$ cat config.mk
export PLATFORM = sky130hd
export DESIGN_NAME = alu_share_ctrl_flat
export DESIGN_NICKNAME = d
export VERILOG_FILES = /design/src/rtl/alu_share_ctrl_pkg.sv /design/src/rtl/alu_share_ctrl_if.sv /design/src/rtl/alu_share_ctrl_alu4_core.sv /design/src/rtl/alu_share_ctrl.sv /design/src/flat_wrapper.sv
export SDC_FILE = /design/constraint.sdc
export NUM_CORES = 1
export LEC_CHECK = 0
export BUFFER_PORTS_ARGS = -buffer_cell sky130_fd_sc_hd__buf_2
export CELL_PAD_IN_SITES_DETAIL_PLACEMENT = 0
export CELL_PAD_IN_SITES_GLOBAL_PLACEMENT = 2
export CORE_UTILIZATION = 30
export CTS_BUF_LIST = sky130_fd_sc_hd__clkbuf_8 sky130_fd_sc_hd__clkbuf_16
export CTS_CLUSTER_SIZE = 30
export DETAILED_ROUTE_END_ITERATION = 7
export PLACE_DENSITY_LB_ADDON = 0.1
export SLEW_MARGIN = 20
export SYNTH_ARGS = -nofsm -noshare
export SYNTH_HDL_FRONTEND = slang
export SYNTH_SLANG_ARGS = --single-unit
$ cat constraint.sdc
create_clock -name clk -period 4.6 [get_ports clk]
set_clock_uncertainty 0.15 [all_clocks]
set_input_delay 0.46 -clock clk [delete_from_list [all_inputs] [get_ports clk]]
set_output_delay 0.46 -clock clk [all_outputs]
set_load 0.005 [all_outputs]
$ cat src/rtl/alu_share_ctrl_pkg.sv
// -----------------------------------------------------------------------------
// alu_ctrl_pkg
// Shared types for the ALU-sharing controller:
//   alu_op_e  - 3-bit opcode encoding understood by alu4_core
//   state_e   - controller FSM states
//   CARRY/ZERO - bit positions inside the 2-bit {carry, zero} flag vector
// -----------------------------------------------------------------------------
package alu_ctrl_pkg;

   typedef enum logic [2:0] {
      OP_ADD = 3'd0,
      OP_SUB = 3'd1,
      OP_AND = 3'd2,
      OP_OR  = 3'd3,
      OP_XOR = 3'd4,
      OP_NOT = 3'd5,
      OP_SHL = 3'd6,
      OP_SHR = 3'd7
   } alu_op_e;

   typedef enum logic [1:0] {
      IDLE = 2'd0,
      EXEC = 2'd1,
      RESP = 2'd2
   } state_e;

   localparam int CARRY = 1;
   localparam int ZERO  = 0;

endpackage

$ cat src/rtl/alu_share_ctrl_if.sv
// -----------------------------------------------------------------------------
// alu_share_ctrl_if
// Bundles the two request channels (valid/ready + op/a/b) and the two
// response channels (valid/ready + data/flags) of the ALU-sharing controller.
//   master - requester side (drives requests, accepts responses)
//   slave  - controller side
// -----------------------------------------------------------------------------
interface alu_share_ctrl_if #(
   parameter int W = 4
);
   logic         req0_valid, req1_valid;
   logic         req0_ready, req1_ready;
   logic [2:0]   req0_op, req1_op;
   logic [W-1:0] req0_a, req0_b, req1_a, req1_b;

   logic         rsp0_valid, rsp1_valid;
   logic         rsp0_ready, rsp1_ready;
   logic [W-1:0] rsp0_data, rsp1_data;
   logic [1:0]   rsp0_flags, rsp1_flags;

   modport master (
      output req0_valid, req1_valid, req0_op, req1_op,
             req0_a, req0_b, req1_a, req1_b, rsp0_ready, rsp1_ready,
      input  req0_ready, req1_ready, rsp0_valid, rsp1_valid,
             rsp0_data, rsp1_data, rsp0_flags, rsp1_flags
   );

   modport slave (
      input  req0_valid, req1_valid, req0_op, req1_op,
             req0_a, req0_b, req1_a, req1_b, rsp0_ready, rsp1_ready,
      output req0_ready, req1_ready, rsp0_valid, rsp1_valid,
             rsp0_data, rsp1_data, rsp0_flags, rsp1_flags
   );
endinterface

$ cat src/rtl/alu_share_ctrl_alu4_core.sv
// -----------------------------------------------------------------------------
// alu4_core
// Purely combinational W-bit ALU.
//   op     - opcode (alu_op_e)
//   a, b   - operands
//   result - op(a, b) modulo 2^W
//   flags  - {carry, zero}; carry is carry-out (ADD), borrow (SUB),
//            shifted-out bit (SHL/SHR), else 0
// -----------------------------------------------------------------------------
module alu4_core
   import alu_ctrl_pkg::*;
#(
   parameter int W = 4
) (
   input  alu_op_e      op,
   input  logic [W-1:0] a,
   input  logic [W-1:0] b,
   output logic [W-1:0] result,
   output logic [1:0]   flags
);
   logic [W:0] sum;
   logic       carry;

   always_comb begin
      result = '0;
      carry  = 1'b0;
      sum    = '0;
      case (op)
         OP_ADD: begin
            sum    = {1'b0, a} + {1'b0, b};
            result = sum[W-1:0];
            carry  = sum[W];
         end
         OP_SUB: begin
            result = a - b;
            carry  = (a < b);
         end
         OP_AND: result = a & b;
         OP_OR:  result = a | b;
         OP_XOR: result = a ^ b;
         OP_NOT: result = ~a;
         OP_SHL: begin
            result = {a[W-2:0], 1'b0};
            carry  = a[W-1];
         end
         OP_SHR: begin
            result = {1'b0, a[W-1:1]};
            carry  = a[0];
         end
         default: result = '0;
      endcase
      flags        = '0;
      flags[CARRY] = carry;
      flags[ZERO]  = (result == '0);
   end
endmodule

$ cat src/rtl/alu_share_ctrl.sv
// -----------------------------------------------------------------------------
// alu_share_ctrl
// Shares one alu4_core between two requesters. Round-robin arbiter picks a
// request in IDLE, the operands are latched, the ALU is given ALU_LAT cycles
// (EXEC), and the result is held on the owner's response channel (RESP)
// until the owner takes it.
//   clk, reset - clock, synchronous active-high reset
//   ena        - global enable; 0 freezes every register
//   bus        - request/response channels (slave side)
//   busy       - registered, high whenever state != IDLE
// -----------------------------------------------------------------------------
module alu_share_ctrl
   import alu_ctrl_pkg::*;
#(
   parameter int W       = 4,
   parameter int ALU_LAT = 1
) (
   input  logic              clk,
   input  logic              reset,
   input  logic              ena,
   alu_share_ctrl_if.slave   bus,
   output logic              busy
);
   localparam int CW = 2;

   // Per-requester views of the bus so the steering logic can be indexed.
   logic [1:0]   req_valid, rsp_ready, ready;
   logic [2:0]   op_in [2];
   logic [W-1:0] a_in  [2];
   logic [W-1:0] b_in  [2];

   assign req_valid = {bus.req1_valid, bus.req0_valid};
   assign rsp_ready = {bus.rsp1_ready, bus.rsp0_ready};
   assign op_in[0]  = bus.req0_op;
   assign op_in[1]  = bus.req1_op;
   assign a_in[0]   = bus.req0_a;
   assign a_in[1]   = bus.req1_a;
   assign b_in[0]   = bus.req0_b;
   assign b_in[1]   = bus.req1_b;

   state_e        state_reg, state_next;
   logic [CW-1:0] cnt_reg, cnt_next;
   alu_op_e       op_reg, op_next;
   logic [W-1:0]  a_reg, a_next, b_reg, b_next;
   logic          owner_reg, owner_next;
   logic          last_grant_reg, last_grant_next;
   logic          busy_reg, busy_next;
   logic [1:0]    rsp_valid_reg, rsp_valid_next;
   logic [W-1:0]  data_reg  [2];
   logic [W-1:0]  data_next [2];
   logic [1:0]    flags_reg [2];
   logic [1:0]    flags_next[2];

   logic          grant;
   logic [W-1:0]  alu_result;
   logic [1:0]    alu_flags;

   alu4_core #(.W(W)) u_alu (
      .op     (op_reg),
      .a      (a_reg),
      .b      (b_reg),
      .result (alu_result),
      .flags  (alu_flags)
   );

   // Lone requester wins; on a tie the one not granted last wins.
   assign grant = req_valid[1] & ~(req_valid[0] & last_grant_reg);

   always_comb begin
      state_next      = state_reg;
      cnt_next        = cnt_reg;
      op_next         = op_reg;
      a_next          = a_reg;
      b_next          = b_reg;
      owner_next      = owner_reg;
      last_grant_next = last_grant_reg;
      rsp_valid_next  = rsp_valid_reg;
      data_next       = data_reg;
      flags_next      = flags_reg;
      ready           = '0;

      // reset gating keeps a reset cycle from looking like an accept upstream
      if (ena && !reset) begin
         case (state_reg)
            IDLE: begin
               ready[grant] = req_valid[grant];
               if (req_valid[grant]) begin
                  op_next         = alu_op_e'(op_in[grant]);
                  a_next          = a_in[grant];
                  b_next          = b_in[grant];
                  owner_next      = grant;
                  last_grant_next = grant;
                  cnt_next        = CW'(ALU_LAT - 1);
                  state_next      = EXEC;
               end
            end
            EXEC: begin
               if (cnt_reg == '0) begin
                  data_next[owner_reg]      = alu_result;
                  flags_next[owner_reg]     = alu_flags;
                  rsp_valid_next[owner_reg] = 1'b1;
                  state_next                = RESP;
               end else begin
                  cnt_next = cnt_reg - 2'd1;
               end
            end
            RESP: begin
               if (rsp_ready[owner_reg]) begin
                  rsp_valid_next[owner_reg] = 1'b0;
                  state_next                = IDLE;
               end
            end
            default: state_next = IDLE;
         endcase
      end
      busy_next = (state_next != IDLE);
   end

   always_ff @(posedge clk) begin
      if (reset) begin
         state_reg      <= IDLE;
         cnt_reg        <= '0;
         op_reg         <= OP_ADD;
         a_reg          <= '0;
         b_reg          <= '0;
         owner_reg      <= 1'b0;
         last_grant_reg <= 1'b1;
         busy_reg       <= 1'b0;
         rsp_valid_reg  <= '0;
      end else begin
         state_reg      <= state_next;
         cnt_reg        <= cnt_next;
         op_reg         <= op_next;
         a_reg          <= a_next;
         b_reg          <= b_next;
         owner_reg      <= owner_next;
         last_grant_reg <= last_grant_next;
         busy_reg       <= busy_next;
         rsp_valid_reg  <= rsp_valid_next;
      end
   end

   // One result/flag register pair per requester, so each channel's data
   // stays put while the other requester is being served.
   for (genvar gi = 0; gi < 2; gi++) begin : g_rsp
      always_ff @(posedge clk) begin
         if (reset) begin
            data_reg[gi]  <= '0;
            flags_reg[gi] <= '0;
         end else begin
            data_reg[gi]  <= data_next[gi];
            flags_reg[gi] <= flags_next[gi];
         end
      end
   end

   assign bus.req0_ready = ready[0];
   assign bus.req1_ready = ready[1];
   assign bus.rsp0_valid = rsp_valid_reg[0];
   assign bus.rsp1_valid = rsp_valid_reg[1];
   assign bus.rsp0_data  = data_reg[0];
   assign bus.rsp1_data  = data_reg[1];
   assign bus.rsp0_flags = flags_reg[0];
   assign bus.rsp1_flags = flags_reg[1];
   assign busy           = busy_reg;
endmodule

$ cat src/flat_wrapper.sv
// flat-port wrapper written by rule: the top's interface ports become plain ports
module alu_share_ctrl_flat import alu_ctrl_pkg::*;
#(
   parameter int W       = 4,
   parameter int ALU_LAT = 1
)
  (clk, reset, ena, busy, bus_req0_valid, bus_req1_valid, bus_req0_op, bus_req1_op, bus_req0_a, bus_req0_b, bus_req1_a, bus_req1_b, bus_rsp0_ready, bus_rsp1_ready, bus_req0_ready, bus_req1_ready, bus_rsp0_valid, bus_rsp1_valid, bus_rsp0_data, bus_rsp1_data, bus_rsp0_flags, bus_rsp1_flags);
  alu_share_ctrl_if #(.W(W)) bus_i ();
  input  logic clk;
  input  logic reset;
  input  logic ena;
  output logic busy;
  input wire logic [$bits(bus_i.req0_valid)-1:0] bus_req0_valid;
  input wire logic [$bits(bus_i.req1_valid)-1:0] bus_req1_valid;
  input wire logic [$bits(bus_i.req0_op)-1:0] bus_req0_op;
  input wire logic [$bits(bus_i.req1_op)-1:0] bus_req1_op;
  input wire logic [$bits(bus_i.req0_a)-1:0] bus_req0_a;
  input wire logic [$bits(bus_i.req0_b)-1:0] bus_req0_b;
  input wire logic [$bits(bus_i.req1_a)-1:0] bus_req1_a;
  input wire logic [$bits(bus_i.req1_b)-1:0] bus_req1_b;
  input wire logic [$bits(bus_i.rsp0_ready)-1:0] bus_rsp0_ready;
  input wire logic [$bits(bus_i.rsp1_ready)-1:0] bus_rsp1_ready;
  output wire logic [$bits(bus_i.req0_ready)-1:0] bus_req0_ready;
  output wire logic [$bits(bus_i.req1_ready)-1:0] bus_req1_ready;
  output wire logic [$bits(bus_i.rsp0_valid)-1:0] bus_rsp0_valid;
  output wire logic [$bits(bus_i.rsp1_valid)-1:0] bus_rsp1_valid;
  output wire logic [$bits(bus_i.rsp0_data)-1:0] bus_rsp0_data;
  output wire logic [$bits(bus_i.rsp1_data)-1:0] bus_rsp1_data;
  output wire logic [$bits(bus_i.rsp0_flags)-1:0] bus_rsp0_flags;
  output wire logic [$bits(bus_i.rsp1_flags)-1:0] bus_rsp1_flags;
  assign bus_i.req0_valid = bus_req0_valid;
  assign bus_i.req1_valid = bus_req1_valid;
  assign bus_i.req0_op = bus_req0_op;
  assign bus_i.req1_op = bus_req1_op;
  assign bus_i.req0_a = bus_req0_a;
  assign bus_i.req0_b = bus_req0_b;
  assign bus_i.req1_a = bus_req1_a;
  assign bus_i.req1_b = bus_req1_b;
  assign bus_i.rsp0_ready = bus_rsp0_ready;
  assign bus_i.rsp1_ready = bus_rsp1_ready;
  assign bus_req0_ready = bus_i.req0_ready;
  assign bus_req1_ready = bus_i.req1_ready;
  assign bus_rsp0_valid = bus_i.rsp0_valid;
  assign bus_rsp1_valid = bus_i.rsp1_valid;
  assign bus_rsp0_data = bus_i.rsp0_data;
  assign bus_rsp1_data = bus_i.rsp1_data;
  assign bus_rsp0_flags = bus_i.rsp0_flags;
  assign bus_rsp1_flags = bus_i.rsp1_flags;
  alu_share_ctrl #(.W(W), .ALU_LAT(ALU_LAT)) u_core (.clk(clk), .reset(reset), .ena(ena), .bus(bus_i), .busy(busy));
endmodule
==> run_results.csv, run 1 <==
group,metric,value,unit
routing,avgViaCountPerCell,4.77,
timing,fmaxAchievable,398,MHz
clock_network,post_cts_resized,0,
clock_network,numCtsBuffers,5,
setup_path,regToRegStartpoint,"u_core.a_reg[0]",
setup_path,crit_path_max_fanout,5,
timing,worst_pin_slew,849,ps
timing,setup_viol,0,
die,die_y,86.9,um
routing,drt-total-wl,5040,um
yosys,synth_edf_count,0,
timing,hold_viol_final,0,
clock_network,path_clk_slew,80,ps
setup_path,rrSetupSlack,2090,ps
grt,grt_usage,0.144,
grt,first_global_vias,1701,
place,gp_congestion,0.807,
setup_path,start_kind,"flip-flop",
hold_path,hp-start,"u_core.bus.rsp1_data[0]",
timing,fin_crit_sh,0.546,
yosys,yosysWarnings,0,
place,hpwl,3870,um
yosys,ys_async_sr_fraction,0,
routing,ant_nets,0,
grt,grt.overflow.total,0,
place,io_buffers,45,
yosys,ys_seq_elements,32,
final_layout,n_fill_cell,732,
timing,relSlewSlack,0.430,
place,place_inst,376,
yosys,synthesis.nets,294,
yosys,synthesis.area,0.00216,mm^2
final_layout,syn_to_final_growth,15.8,%
final_layout,finalNonFillerCells,383,
routing,vias,1825,
die,rows,30,
setup_path,critical_path_required,4670,ps
setup_path,crit_path_start,"u_core.a_reg[0]",
yosys,avgSynthCellArea,8.80,um^2
clock_network,insertion_delay,290,ps
clock_network,post_cts_buffers,0,
die,die_x,86.9,um
final_layout,n_antenna_cell,0,
run_status,status,"finished, final reports clean",
die,core_area,0.00687,mm^2
timing,fin_crit,2510,ps
routing,remaining_drc_errors,0,
setup_path,r2r_end,"u_core.bus.rsp0_flags[0]",
timing,rsz0062_at_grt,"no",
final_layout,final_area,0.00251,mm^2
die,io_pins,46,
clock_network,postCtsHoldBufs,0,
grt,grt_max_degree,34,
final_layout,nNetsFinal,335,
setup_path,r2r_cells,8,
power,p_leak,1.07,nW
place,place_area,0.00242,mm^2
grt,grt_pass1_wl,8340,um
setup_path,crit_arrival,2580,ps
yosys,synth_cells,246,
routing,firstDrtPassIters,4,
clock_network,cts_tree,"built",
hold_path,hp-class,"flip-flop to flip-flop",
clock_network,htreeDepth,2,
setup_path,critPathKind,"flip-flop to flip-flop",
setup_path,end_kind,"flip-flop",
timing,slew_viol_final,0,
final_layout,layout-drive-gt1-share,0.226,
routing,dr.first_iter.drc_count,50,
grt,grt_antenna_before_repair,0,
power,powerDensity,277,mW/mm^2
final_layout,post-route-util,0.365,
setup_path,cp-endpoint,"u_core.bus.rsp0_flags[0]",
flow_run,drv_cap,0,
yosys,seq_area_frac_synth,0.296,
routing,wl_per_cell,13.2,um
clock_network,cts_buffer_depth,2,
timing,finalSetupTns,0,ps
yosys,ys.flop_type,"dfxtp_1",
die,dieArea,0.00756,mm^2
power,vdd_drop_max,0.000121,V
die,initial_utilization,0.315,
clock_network,cts-root-buf,"clkbuf_8",
clock_network,cts.sinks,32,
yosys,synth_cell_types,55,
power,total_power,0.693,mW
-- kinds of logic after synthesis --
family	Yosys count	share of synthesized area
multiplexers	25	0.124
AO/OA/AOI/OAI	48	0.161
AND/OR/NAND/NOR	87	0.214
adder cells (fa/ha/maj)	19	0.117
buffers and inverters	33	0.0809
XOR/XNOR	2	0.00809
flip-flops	32	0.296
-- where the power goes --
part           switching (mW)  internal, mW  leakage [nW]
Combinational          0.0914        0.0813         0.773
Clock                   0.108         0.102        0.0400
Sequential             0.0196         0.291         0.260
-- routing by layer --
layer,track usage,wire [um],vias to the layer above,share of wire
met5,0,0,-,0
met4,0.0455,64,0,0.013
met3,0.0284,216,8,0.043
met2,0.209,2130,47,0.42
met1,0.211,2630,814,0.52
li1,-,-,956,-
-- area by class of cell --
class                      count  area [um^2]  share of cell area
tap                           96          120              0.0479
clock buffer                   5         68.8              0.0275
sequential                    32          641               0.256
timing repair buffer          47          240              0.0959
multi-input combinational    181         1350               0.538
inverter                      20         75.1              0.0300
clock inverter                 2         12.5             0.00499
-- metrics by stage --
stage | hold WS (ps) | worst slack (ps)
floorplan | 301 | 2300
global placement | 297 | 2100
detailed placement | 298 | 2110
CTS | 309 | 2090
global route | 339 | 1930
finish | 307 | 2090
-- how the worst min path moves through the flow --
stage | end | slack, ps | cells after the start
2_1_floorplan | u_core.last_grant_reg | 300 | 1
3_3_place_gp | u_core.bus.rsp1_data[1] | 300 | 2
3_5_place_dp | u_core.bus.rsp1_data[0] | 300 | 2
4_1_cts | u_core.bus.rsp1_data[0] | 310 | 2
5_1_grt | u_core.bus.rsp1_data[0] | 340 | 2
6_report | u_core.bus.rsp1_data[0] | 310 | 2
-- synthesized netlist by cell type (5+ instances only) --
master    number  area, um^2
nor2_1        34         128
dfxtp_1       32         641
mux2i_1       23         230
inv_1         20        75.1
ha_1          17         213
a211oi_1      14         105
nand2_1       11        41.3
a21oi_1        8        40.0
nor3_1         7        35.0
clkbuf_1       6        22.5
nor3b_1        6        45.0
nand2b_1       5        31.3
-- layout by cell type, fill, tap and decap left out, types with 2 or more instances in the layout --
cell / instances
nand4_1: 2
a21oi_1: 8
o21ai_0: 3
ha_1: 17
nand2b_1: 5
and3_1: 2
or3_1: 2
a31oi_1: 3
a211oi_1: 14
nor3b_1: 6
nand3_1: 2
buf_4: 2
or2_2: 2
buf_2: 45
nand3b_1: 2
fa_1: 2
a31o_1: 2
dfxtp_1: 32
mux2i_1: 23
inv_1: 20
nand2_1: 11
nor2_1: 34
clkbuf_8: 5
a221oi_1: 2
nor2b_1: 4
nor3_1: 7
a21o_1: 2
-- critical path, stage by stage, from the launching register on --
cell and delay [ps]:
dfxtp_1 390, inv_1 90, ha_1 220, fa_1 410, xnor2_1 150, mux2i_1 80
mux4_1 560, nor3_1 230, a31o_1 170
(Power assumes the default switching activity.)
==> run 2, diff against run 1 <==
- CORE_UTILIZATION: 30 -> 29
- clock period: 4.6 -> 2.15 ns (I/O delays scaled with it)
==> run_results.csv, run 2 (synthesis gave the netlist of run 1 again) <==
group,metric,value,unit
routing,ant_nets,0,
place,hpwl,4300,um
power,p_sw_frac,0.318,
timing,fin_crit_sh,1.00,
place,io_buffers,45,
timing,hold_viol_final,0,
setup_path,critPathKind,"flip-flop to flip-flop",
clock_network,cts-root-buf,"clkbuf_8",
setup_path,crit_arrival,2240,ps
setup_path,r2r_cells,8,
final_layout,mostFrequentLayoutCell,"buf_2",
power,vdd_drop_max,0.000217,V
timing,rsz0062_at_grt,"yes",
clock_network,path_clk_slew,70,ps
setup_path,start_kind,"flip-flop",
clock_network,insertion_delay,280,ps
flow_run,drv_cap,0,
die,core_area,0.00721,mm^2
setup_path,cp-endpoint,"u_core.bus.rsp0_flags[0]",
clock_network,htreeDepth,2,
routing,wl_met3,204,um
clock_network,cts_tree,"built",
routing,vias,1908,
timing,setup_viol,2,
setup_path,r2r_end,"u_core.bus.rsp0_flags[0]",
grt,first_global_vias,1801,
timing,worst_pin_slew,465,ps
power,comb_power_share,0.314,
die,die_y,88.4,um
power,p_leak,1.24,nW
timing,setup_slack,-2.98,ps
setup_path,regToRegStartpoint,"u_core.a_reg[0]",
setup_path,critical_path_required,2230,ps
power,internal_power,1.11,mW
final_layout,syn_to_final_growth,32.5,%
timing,hold_ws,99.2,ps
die,io_pins,46,
final_layout,n_fill_cell,770,
setup_path,path_cells,"inv_2 > ha_4 > fa_2 > xnor2_2 > mux2i_1 > mux4_2 > nor3_2 > a31o_1",
clock_network,cts.sinks,32,
routing,met1_length,2940,um
grt,grt_max_degree,24,
clock_network,cts_buffer_depth,2,
run_status,violations,"setup timing",
hold_path,hp-class,"primary input to flip-flop",
final_layout,finalNonFillerCells,417,
final_layout,nNetsFinal,365,
routing,firstDrtPassIters,4,
setup_path,end_kind,"flip-flop",
routing,wl_met2,2330,um
die,dieArea,0.00781,mm^2
routing,avgViaCountPerCell,4.58,
power,total_power,1.63,mW
routing,top_layer,"met4",
power,seqPwrFrac,0.400,
final_layout,layout-drive-gt1-share,0.384,
final_layout,multiInputGateArea,0.00145,mm^2
timing,fmaxAchievable,464,MHz
routing,dr.first_iter.drc_count,50,
die,initial_utilization,0.300,
place,gp_congestion,0.812,
setup_path,max_stage_delay,500,ps
run_status,status,"complete, but fails checks",
final_layout,ff_latch_area,652,um^2
grt,grt.overflow.total,0,
die,die_x,88.4,um
routing,remaining_drc_errors,0,
final_layout,n_antenna_cell,0,
timing,relSlewSlack,0.688,
power,switching_power,0.517,mW
power,powerDensity,567,mW/mm^2
grt,grt_usage,0.151,
setup_path,rrSetupSlack,-3,ps
routing,drt-total-wl,5530,um
setup_path,crit_path_start,"u_core.a_reg[0]",
place,place_inst,406,
grt,grt_pass1_wl,8890,um
grt,grt_antenna_before_repair,0,
timing,fin_crit,2150,ps
setup_path,crit_path_max_fanout,4,
timing,slew_viol_final,0,
routing,wl_per_cell,13.3,um
final_layout,final_cell_mix,"buf_2, nor2_1, buf_4",
die,rows,31,
power,pwr-share-clk,0.287,
clock_network,numCtsBuffers,5,
setup_path,worst_path_max_delay_cell,"mux4_2",
## run 2: cell types whose count changed in the layout (fill, tap and decap cells not counted), sizes merged
cell,change
clkinv,+2
clkinvlp,-1
buf,+30
## run 2: how the worst min path moves through the flow
stage | startpoint | to | slack [ps] | cells after the start
floorplan | reset | u_core.state_reg[0] | 150 | 1
global placement | u_core.bus.rsp1_data[0] | u_core.bus.rsp1_data[0] | 290 | 2
detailed placement | u_core.bus.rsp1_data[1] | u_core.bus.rsp1_data[1] | 300 | 2
CTS | reset | u_core.owner_reg | 90 | 2
global route | reset | u_core.owner_reg | 110 | 2
finish | reset | u_core.owner_reg | 100 | 2
## run 2: power groups by stage
stage                     sequential (mW)  clock, mW  combinational (mW)
after floorplan                     0.659          0               0.325
after global placement              0.662          0               0.483
after detailed placement            0.663          0               0.478
after CTS                           0.649      0.489               0.482
after global routing                0.655      0.530               0.565
final                               0.650      0.466               0.510
## run 2: area by class of cell
type,count,area share
clock buffers,5,0.0240
clock inverters,3,0.00654
inverters,20,0.0262
multi-input cells,181,0.506
flip-flops and latches,32,0.227
well taps,99,0.0432
repair buffers,77,0.167
## run 2: per-stage QoR
step | setup TNS [ps] | util | setup slack (ps) | cell area [um^2]
floorplan | -5.19 | - | -2.71 | 2200
finish | -4.68 | 0.398 | -2.98 | 2870
global route | -291 | 0.398 | -78.5 | 2870
global placement | -126 | 0.372 | -63.2 | 2680
CTS | -45.9 | 0.385 | -31.7 | 2780
detailed placement | -190 | 0.372 | -95.4 | 2680
## run 2: worst max-delay path, delay by kind of cell (launching register included)
family,cells,cell delay [ps]
AOI/OAI and AO/OA,1,160
xor gates and xnor gates,1,120
adders and majority gates,2,520
buffers and inverters,1,60
DFF,1,360
muxes,2,580
and+or+nand+nor,1,160
## run 2: repair_timing
action | CTS | global route
setup endpoints to repair | 3 | 9
setup buffers | 1 | 2
hold endpoints to repair | 0 | 0
pin swaps | 1 | 5
hold buffers | 0 | 0
gates resized for setup | 2 | 15
## run 2: per-layer routing
metal,GRT usage,vias up
met1,0.222,842
li1,-,1019
met2,0.218,43
met4,0.0396,0
met5,0,-
met3,0.0354,4
